==> config.mk <==
export PLATFORM = sky130hd
export DESIGN_NAME = multicycle_control
export DESIGN_NICKNAME = d
export VERILOG_FILES = /design/src/rtl/multicycle_control.sv
export SDC_FILE = /design/constraint.sdc
export NUM_CORES = 1
export LEC_CHECK = 0
export CAP_MARGIN = 40
export CELL_PAD_IN_SITES_DETAIL_PLACEMENT = 0
export CELL_PAD_IN_SITES_GLOBAL_PLACEMENT = 1
export CORE_ASPECT_RATIO = 1.4
export CORE_UTILIZATION = 36
export DETAILED_ROUTE_END_ITERATION = 7
export PLACE_DENSITY_LB_ADDON = 0.1
export SLEW_MARGIN = 15
export SYNTH_ARGS = -nofsm -noshare
export SYNTH_HDL_FRONTEND = slang
export SYNTH_SLANG_ARGS = --single-unit
==> constraint.sdc <==
create_clock -name clk_i -period 4 [get_ports clk_i]
set_clock_uncertainty 0.1 [all_clocks]
set_input_delay 1 -clock clk_i [delete_from_list [all_inputs] [get_ports clk_i]]
set_output_delay 1 -clock clk_i [all_outputs]
set_load 0.03 [all_outputs]
==> src/rtl/multicycle_control.sv <==
// Multicycle main control sequencer: steps each instruction through FETCH/DECODE/EXEC/MEM/WB,
// drives ALU control, PC/IR/register/memory strobes, and counts retired instructions.
module multicycle_control #(
  parameter int CNT_W = 16,
  parameter int OPC_W = 6
) (
  input  logic             clk_i,
  input  logic             reset_i,
  input  logic [OPC_W-1:0] opcode_i,
  input  logic             zero_i,
  input  logic             mem_ready_i,
  output logic [1:0]       alu_op_o,
  output logic             alu_src_b_o,
  output logic             pc_write_o,
  output logic [1:0]       pc_src_o,
  output logic             ir_write_o,
  output logic             reg_write_o,
  output logic             wb_sel_o,
  output logic             mem_read_o,
  output logic             mem_write_o,
  output logic             trap_o,
  output logic [2:0]       state_o,
  output logic [CNT_W-1:0] retired_o
);

  typedef enum logic [2:0] {
    S_FETCH  = 3'd0,
    S_DECODE = 3'd1,
    S_EXEC   = 3'd2,
    S_MEM    = 3'd3,
    S_WB     = 3'd4,
    S_TRAP   = 3'd5
  } state_t;

  localparam logic [1:0] ALU_ADD = 2'b00;
  localparam logic [1:0] ALU_SUB = 2'b01;
  localparam logic [1:0] ALU_AND = 2'b10;

  localparam logic [OPC_W-1:0] OP_ADD  = OPC_W'(0);
  localparam logic [OPC_W-1:0] OP_SUB  = OPC_W'(1);
  localparam logic [OPC_W-1:0] OP_AND  = OPC_W'(2);
  localparam logic [OPC_W-1:0] OP_ADDI = OPC_W'(3);
  localparam logic [OPC_W-1:0] OP_ANDI = OPC_W'(4);
  localparam logic [OPC_W-1:0] OP_LW   = OPC_W'(5);
  localparam logic [OPC_W-1:0] OP_SW   = OPC_W'(6);
  localparam logic [OPC_W-1:0] OP_BEQ  = OPC_W'(7);
  localparam logic [OPC_W-1:0] OP_J    = OPC_W'(8);

  state_t             state_q, state_d;
  logic [CNT_W-1:0]   retired_q, retired_d;
  logic [1:0]         alu_op_s, pc_src_s;
  logic               alu_src_b_s, pc_write_s, ir_write_s, reg_write_s;
  logic               wb_sel_s, mem_read_s, mem_write_s, retire_s;

  // State register and retired-instruction counter.
  always_ff @(posedge clk_i or posedge reset_i) begin
    if (reset_i) begin
      state_q   <= S_FETCH;
      retired_q <= {CNT_W{1'b0}};
    end else begin
      state_q   <= state_d;
      retired_q <= retired_d;
    end
  end

  // Next-state and control decode.
  always_comb begin
    state_d     = state_q;
    alu_op_s    = ALU_ADD;
    alu_src_b_s = 1'b0;
    pc_write_s  = 1'b0;
    pc_src_s    = 2'b00;
    ir_write_s  = 1'b0;
    reg_write_s = 1'b0;
    wb_sel_s    = 1'b0;
    mem_read_s  = 1'b0;
    mem_write_s = 1'b0;
    retire_s    = 1'b0;
    case (state_q)
      S_FETCH: begin
        mem_read_s = 1'b1;
        if (mem_ready_i) begin
          ir_write_s = 1'b1;
          pc_write_s = 1'b1;
          state_d    = S_DECODE;
        end else begin
          state_d    = S_FETCH;
        end
      end
      S_DECODE: begin
        if (opcode_i > OP_J) begin
          state_d = S_TRAP;
        end else if (opcode_i == OP_J) begin
          pc_write_s = 1'b1;
          pc_src_s   = 2'b10;
          retire_s   = 1'b1;
          state_d    = S_FETCH;
        end else begin
          state_d = S_EXEC;
        end
      end
      S_EXEC: begin
        state_d = S_WB;
        case (opcode_i)
          OP_ADD:  alu_op_s = ALU_ADD;
          OP_SUB:  alu_op_s = ALU_SUB;
          OP_AND:  alu_op_s = ALU_AND;
          OP_ADDI: alu_src_b_s = 1'b1;
          OP_ANDI: begin
            alu_op_s    = ALU_AND;
            alu_src_b_s = 1'b1;
          end
          OP_LW, OP_SW: begin
            alu_src_b_s = 1'b1;
            state_d     = S_MEM;
          end
          OP_BEQ: begin
            alu_op_s = ALU_SUB;
            if (zero_i) begin
              pc_write_s = 1'b1;
              pc_src_s   = 2'b01;
            end else begin
              pc_write_s = 1'b0;
            end
            retire_s = 1'b1;
            state_d  = S_FETCH;
          end
          default: state_d = S_TRAP;
        endcase
      end
      S_MEM: begin
        alu_src_b_s = 1'b1;
        if (opcode_i == OP_SW) begin
          mem_write_s = 1'b1;
        end else begin
          mem_read_s  = 1'b1;
        end
        if (!mem_ready_i) begin
          state_d = S_MEM;
        end else if (opcode_i == OP_SW) begin
          retire_s = 1'b1;
          state_d  = S_FETCH;
        end else begin
          state_d  = S_WB;
        end
      end
      S_WB: begin
        reg_write_s = 1'b1;
        wb_sel_s    = (opcode_i == OP_LW);
        retire_s    = 1'b1;
        state_d     = S_FETCH;
      end
      S_TRAP:  state_d = S_TRAP;
      default: state_d = S_FETCH;
    endcase
    retired_d = retire_s ? retired_q + CNT_W'(1) : retired_q;
  end

  // Strobes are forced low while reset is held, even though FETCH would request memory.
  assign pc_write_o  = pc_write_s  & ~reset_i;
  assign ir_write_o  = ir_write_s  & ~reset_i;
  assign reg_write_o = reg_write_s & ~reset_i;
  assign mem_read_o  = mem_read_s  & ~reset_i;
  assign mem_write_o = mem_write_s & ~reset_i;
  assign alu_op_o    = alu_op_s;
  assign alu_src_b_o = alu_src_b_s;
  assign pc_src_o    = pc_src_s;
  assign wb_sel_o    = wb_sel_s;
  assign trap_o      = (state_q == S_TRAP);
  assign state_o     = state_q;
  assign retired_o   = retired_q;

endmodule

==> results of run 1 <==
sequential cells by signal, summed over array words and instances, names as in the netlist:
register	cells
retired_o	16
state_o	3
worst min path at each step:
| stage | from | end | slack [ps] | cells past startpoint |
|---|---|---|---|---|
| finish | retired_o[15] | retired_o[15] | 380 | 1 |
| floorplan | retired_o[15] | retired_o[15] | 550 | 1 |
| global placement | retired_o[15] | retired_o[15] | 360 | 1 |
| detailed placement | retired_o[15] | retired_o[15] | 360 | 1 |
| CTS | retired_o[15] | retired_o[15] | 370 | 1 |
| global route | retired_o[15] | retired_o[15] | 400 | 1 |
critical path, stage by stage:
cell,delay [ps]
clkdlybuf4s50_1,500
nor3_1,320
and4_1,240
clkdlybuf4s50_1,660
power by group:
part	switching [mW]	leakage, nW	internal, mW
clock	0.0645	0.0255	0.0693
sequential	0.0901	0.211	0.246
combinational	0.299	0.459	0.210
logic make-up after synthesis:
kind of cell               count (synthesis)  share of synthesized area [%]
and+or+nand+nor                           67                           35.1
DFF                                       19                           39.7
xor gates and xnor gates                  17                           12.4
AOI/OAI and AO/OA                         12                           6.58
buffers and inverters                      7                           4.28
muxes                                      1                          0.939
adders and majority gates                  1                           1.04
cells in the mapped netlist, types with 4 or more instances:
| library cell | n | share of area (%) |
|---|---|---|
| dfrtp_1 | 19 | 40 |
| nand2_1 | 13 | 4.1 |
| xor2_1 | 13 | 9.5 |
| nor3_1 | 10 | 4.2 |
| nor2_1 | 6 | 1.9 |
| nand2b_1 | 5 | 2.6 |
| nand3_1 | 5 | 2.1 |
| nand4_1 | 4 | 2.1 |
| nor4b_1 | 4 | 2.9 |
| xnor2_1 | 4 | 2.9 |
per-layer routing:
layer | vias to the layer above | share of wire (%)
met4 | 0 | 2.2
met5 | - | 0
met1 | 520 | 39
met2 | 42 | 54
li1 | 543 | -
met3 | 6 | 4.2
metrics by stage:
step | instances | setup WS (ps) | power (mW) | instance area [um2] | utilization [%]
after global routing | 211 | 23.1 | 1.04 | 1700 | 54.0
after floorplan | 124 | 383 | 0.678 | 1200 | -
after detailed placement | 207 | 103 | 0.849 | 1650 | 52.4
after CTS | 211 | 96.0 | 0.986 | 1700 | 53.9
after global placement | 207 | 117 | 0.843 | 1650 | 52.4
final | 211 | 176 | 0.979 | 1700 | 54.0
final cells by class:
cell class | count | area (um2) | area share (%)
clock buffer | 3 | 41.3 | 2.43
clock inverter | 1 | 5.00 | 0.294
inverter | 3 | 11.3 | 0.662
multi-input combinational | 98 | 672 | 39.5
sequential | 19 | 475 | 27.9
tap | 39 | 48.8 | 2.87
timing repair buffer | 48 | 448 | 26.3
==> results.py, run 1 <==
metrics = {
    "worst_setup_path": {
        "cp-end-kind": "output pin",
        "setup.worst_path.end": "pc_src_o[1]",
        "reg2reg_slack_ps": 1600,
        "critPathArrivalTime_ps": 2720,
        "r2r_end": "retired_o[10]",
        "cp.required_ps": 2900,
        "critical_path_class": "in2out",
        "rr_worst_depth": 5,
        "worstReg2RegStart": "state_o[0]",
        "critPathLaunchType": "input pin",
        "crit_fanout": 5,
        "cp-startpoint": "opcode_i[2]",
    },
    "yosys": {
        "synth.cell_area_mm2": 0.00120,
        "synth_seq_cells": 19,
        "synth_area_per_cell_um2": 9.67,
        "synth.distinct_cells": 38,
        "synthArstFlopShare_pct": 100,
        "synth_edf_count": 0,
        "synth_ff_type": "dfrtp_1",
        "synthCells": 124,
        "ys_seq_area_share_pct": 39.7,
        "ys.warnings.count": 0,
        "syn_nets": 135,
    },
    "power": {
        "p_leak_nw": 0.695,
        "max-vdd-ir-drop_v": 0.000271,
        "power_density_mw_per_mm2": 575,
    },
    "clock_tree": {
        "holdBufCountCts": 0,
        "htreeDepth": 1,
        "cts_buffers": 3,
        "clk_pin_slew_ps": 70,
        "postCtsResizedCells": 0,
        "worst_skew_pair.late_latency_ps": 260,
        "clk_path_buf_depth": 2,
        "cts_setup_buffers": 0,
        "cts_sinks": 19,
        "root_buffer": "clkbuf_8",
        "cts_tree": "built",
    },
    "placed_design": {
        "dp_hpwl_um": 2230,
        "io_buffers": 40,
        "gp_congestion": 0.801,
    },
    "layout": {
        "nets": 184,
        "nFillCells": 308,
        "final_cell_mix": "33 x clkdlybuf4s50_1, 19 x dfrtp_1, 14 x buf_4",
        "layout-drive-gt1-share_pct": 13.4,
        "syn_to_final_growth_pct": 42.0,
        "layout_commonest_cell": "clkdlybuf4s50_1",
        "diodes": 0,
    },
    "status": {
        "status": "complete, no violations",
    },
    "drt": {
        "wl_um": 2900,
        "drc": 0,
        "drt_first_pass_iters": 4,
        "ant_nets": 0,
        "num_vias": 1111,
        "drt_iter0_drc": 12,
        "wl_per_cell_um": 13.7,
        "viasPerCell": 5.27,
    },
    "sta": {
        "layout_min_cycle_time_ps": 3820,
        "timing.hold.ws_ps": 378,
        "tightest_slew_ps": 721,
        "fmax_mhz": 261,
        "rsz0062_at_grt": "false",
        "timing.final.crit_share_pct": 95.6,
        "hold_viol_final": 0,
        "setup_viol": 0,
        "relSlewSlack_pct": 51.9,
        "setup_tns_ps": 0,
        "drv_slew": 0,
    },
    "grt": {
        "grt_max_degree": 20,
        "met1_usage_pct": 19.3,
        "antenna_found_initial": 0,
        "grt_pass1_wl_um": 4880,
        "grt_pass1_vias": 1107,
        "met3_usage_pct": 1.74,
        "track_usage_pct": 17.8,
        "overflow": 0,
        "grt_util_met2_pct": 33.2,
        "grt_busiest_layer": "met2",
    },
    "die": {
        "num_rows": 24,
        "dieArea_mm2": 0.00357,
        "start_util_pct": 38.0,
        "io_pins": 41,
        "fp.dieW_um": 50.8,
        "core_region_area_mm2": 0.00315,
        "die_y_um": 70.3,
    },
    "run": {
        "drv_cap": 0,
    },
    "min_path": {
        "worstHoldPathType": "reg2reg",
    },
}
No activity file was read; power rests on OpenSTA's default activity.
==> inputs of run 2 (changes only) <==
SLEW_MARGIN = not set   (was 15)
==> results of run 2 <==
Same layout as run 1: the final DEF is identical, and so are final timing and power.
==> inputs of run 3 (changes only) <==
REMOVE_ABC_BUFFERS = 1   (was not set)
==> run 3 against run 2 <==
  * Combinational power hardly changed
  * Count of clock-buffer cells in the layout is 1 higher
  * Sequential power hardly changed
  * Setup slack worse by 50 ps
  * Final cell count is 0.47% lower
==> results.py, run 3 (same netlist as run 1, synthesis figures left out) <==
metrics = {
    "status": {
        "status": "complete, no violations",
    },
    "placed_design": {
        "dp_hpwl_um": 2170,
        "gp_congestion": 0.790,
        "pre_cts_slack_ps": 94.7,
        "io_buffers": 40,
    },
    "drt": {
        "drc": 0,
        "drt_iter0_drc": 11,
        "num_vias": 1094,
        "viasPerCell": 5.21,
        "wl_per_cell_um": 13.2,
        "wl_um": 2780,
        "drt_first_pass_iters": 4,
        "ant_nets": 0,
    },
    "die": {
        "die_y_um": 70.3,
        "dieArea_mm2": 0.00357,
        "core_region_area_mm2": 0.00315,
        "io_pins": 41,
        "fp.dieW_um": 50.8,
        "start_util_pct": 38.0,
        "num_rows": 24,
    },
    "power": {
        "comb_power_share_pct": 52.0,
        "p_sw_share_pct": 46.0,
        "power.switching_mw": 0.449,
        "p_leak_nw": 0.688,
        "power_density_mw_per_mm2": 575,
        "max-vdd-ir-drop_v": 0.000250,
        "power.total_mw": 0.974,
        "intPower_mw": 0.526,
        "p_seq_share_pct": 34.4,
        "clockPowerShare_pct": 13.6,
    },
    "clock_tree": {
        "cts_buffers": 3,
        "worst_skew_pair.late_latency_ps": 250,
        "root_buffer": "clkbuf_8",
        "clk_pin_slew_ps": 70,
        "clk_path_buf_depth": 2,
        "htreeDepth": 1,
        "cts_tree": "built",
        "cts_sinks": 19,
        "holdBufCountCts": 0,
    },
    "layout": {
        "final_cell_mix": "33 x clkdlybuf4s50_1, 19 x dfrtp_1, 13 x nand2_1, 13 x xor2_1, 13 x buf_4",
        "fin_util_pct": 53.7,
        "syn_to_final_growth_pct": 41.2,
        "layout_commonest_cell": "clkdlybuf4s50_1",
        "layout-drive-gt1-share_pct": 12.3,
        "largest_reg_flops": 16,
        "nFillCells": 289,
        "nets": 183,
        "diodes": 0,
    },
    "min_path": {
        "worstHoldPathType": "reg2reg",
        "hold_depth": 1,
    },
    "worst_setup_path": {
        "path_cells": "clkdlybuf4s50_1 > nor3_1 > and4_1 > clkdlybuf4s50_1",
        "rr_worst_depth": 5,
        "critPathArrivalTime_ps": 2770,
        "cpMaxStageDelayCell": "clkdlybuf4s50_1",
        "cp_top_family": "buffers and inverters",
        "critPathLaunchType": "input pin",
        "crit_fanout": 8,
        "cp-end-kind": "output pin",
        "max_stage_delay_ps": 660,
        "crit_cells": 4,
        "reg2reg_slack_ps": 1630,
        "cp.required_ps": 2900,
        "crit_top_cell": "clkdlybuf4s50_1",
        "critical_path_class": "in2out",
        "path_buf_inv": 2,
    },
    "grt": {
        "grt_busiest_layer": "met2",
        "met1_usage_pct": 18.6,
        "met3_usage_pct": 0.654,
        "overflow": 0,
        "grt_util_met2_pct": 31.4,
        "antenna_found_initial": 0,
        "track_usage_pct": 16.9,
        "grt_pass1_wl_um": 4650,
        "grt_max_degree": 20,
        "grt_pass1_vias": 1059,
    },
    "sta": {
        "fmax_mhz": 258,
        "setup_viol": 0,
        "rsz0062_at_grt": "false",
        "relSlewSlack_pct": 53.1,
        "hold_viol_final": 0,
        "timing.hold.ws_ps": 371,
        "worst_slack_ps": 126,
        "layout_min_cycle_time_ps": 3870,
        "timing.final.crit_share_pct": 96.9,
        "setup_tns_ps": 0,
        "tightest_slew_ps": 702,
        "drv_slew": 0,
    },
    "run": {
        "drv_cap": 0,
    },
}
run 3: routing by layer:
layer / share of wire (%) / wire length, um / vias up
met3: 2.2 / 62 / 7
met5: 0 / 0 / -
met1: 40 / 1110 / 520
li1: - / - / 536
met4: 3.1 / 87 / 0
met2: 55 / 1520 / 31
run 3: path summary, 6_finish.rpt:
path | from | end
worst max register to register | state_o[0] | retired_o[10]
min in group asynchronous | reset_i | retired_o[3]
worst min register to register | retired_o[15] | retired_o[15]
worst max-delay path | opcode_i[0] | pc_src_o[1]
worst min-delay path | retired_o[15] | retired_o[15]
max in group asynchronous | reset_i | retired_o[12]
run 3: power by group through the flow:
stage / Combinational [mW] / Clock (mW) / Sequential (mW)
3_3_place_gp: 0.505 / 0 / 0.338
2_1_floorplan: 0.218 / 0 / 0.422
6_report: 0.506 / 0.133 / 0.335
3_5_place_dp: 0.510 / 0 / 0.338
5_1_grt: 0.542 / 0.143 / 0.346
4_1_cts: 0.511 / 0.135 / 0.336
run 3: per-stage QoR:
stage	area [um2]	std cells
after CTS	1690	210
after floorplan	1160	120
final	1690	210
after global routing	1690	210
after detailed placement	1650	206
after global placement	1650	206
run 3: area by class of cell:
| class | instances | area, um2 | area share (%) |
|---|---|---|---|
| Multi-Input combinational cell | 98 | 672 | 39.7 |
| Sequential cell | 19 | 475 | 28.1 |
| Tap cell | 39 | 48.8 | 2.88 |
| Timing Repair Buffer | 47 | 440 | 26.0 |
| Inverter | 3 | 11.3 | 0.665 |
| Clock buffer | 4 | 45.0 | 2.66 |
run 3: what timing repair did:
item | in CTS | in global routing
endpoints found under the setup margin | 0 | 1
setup buffers | 0 | 0
resized for setup | 0 | 1
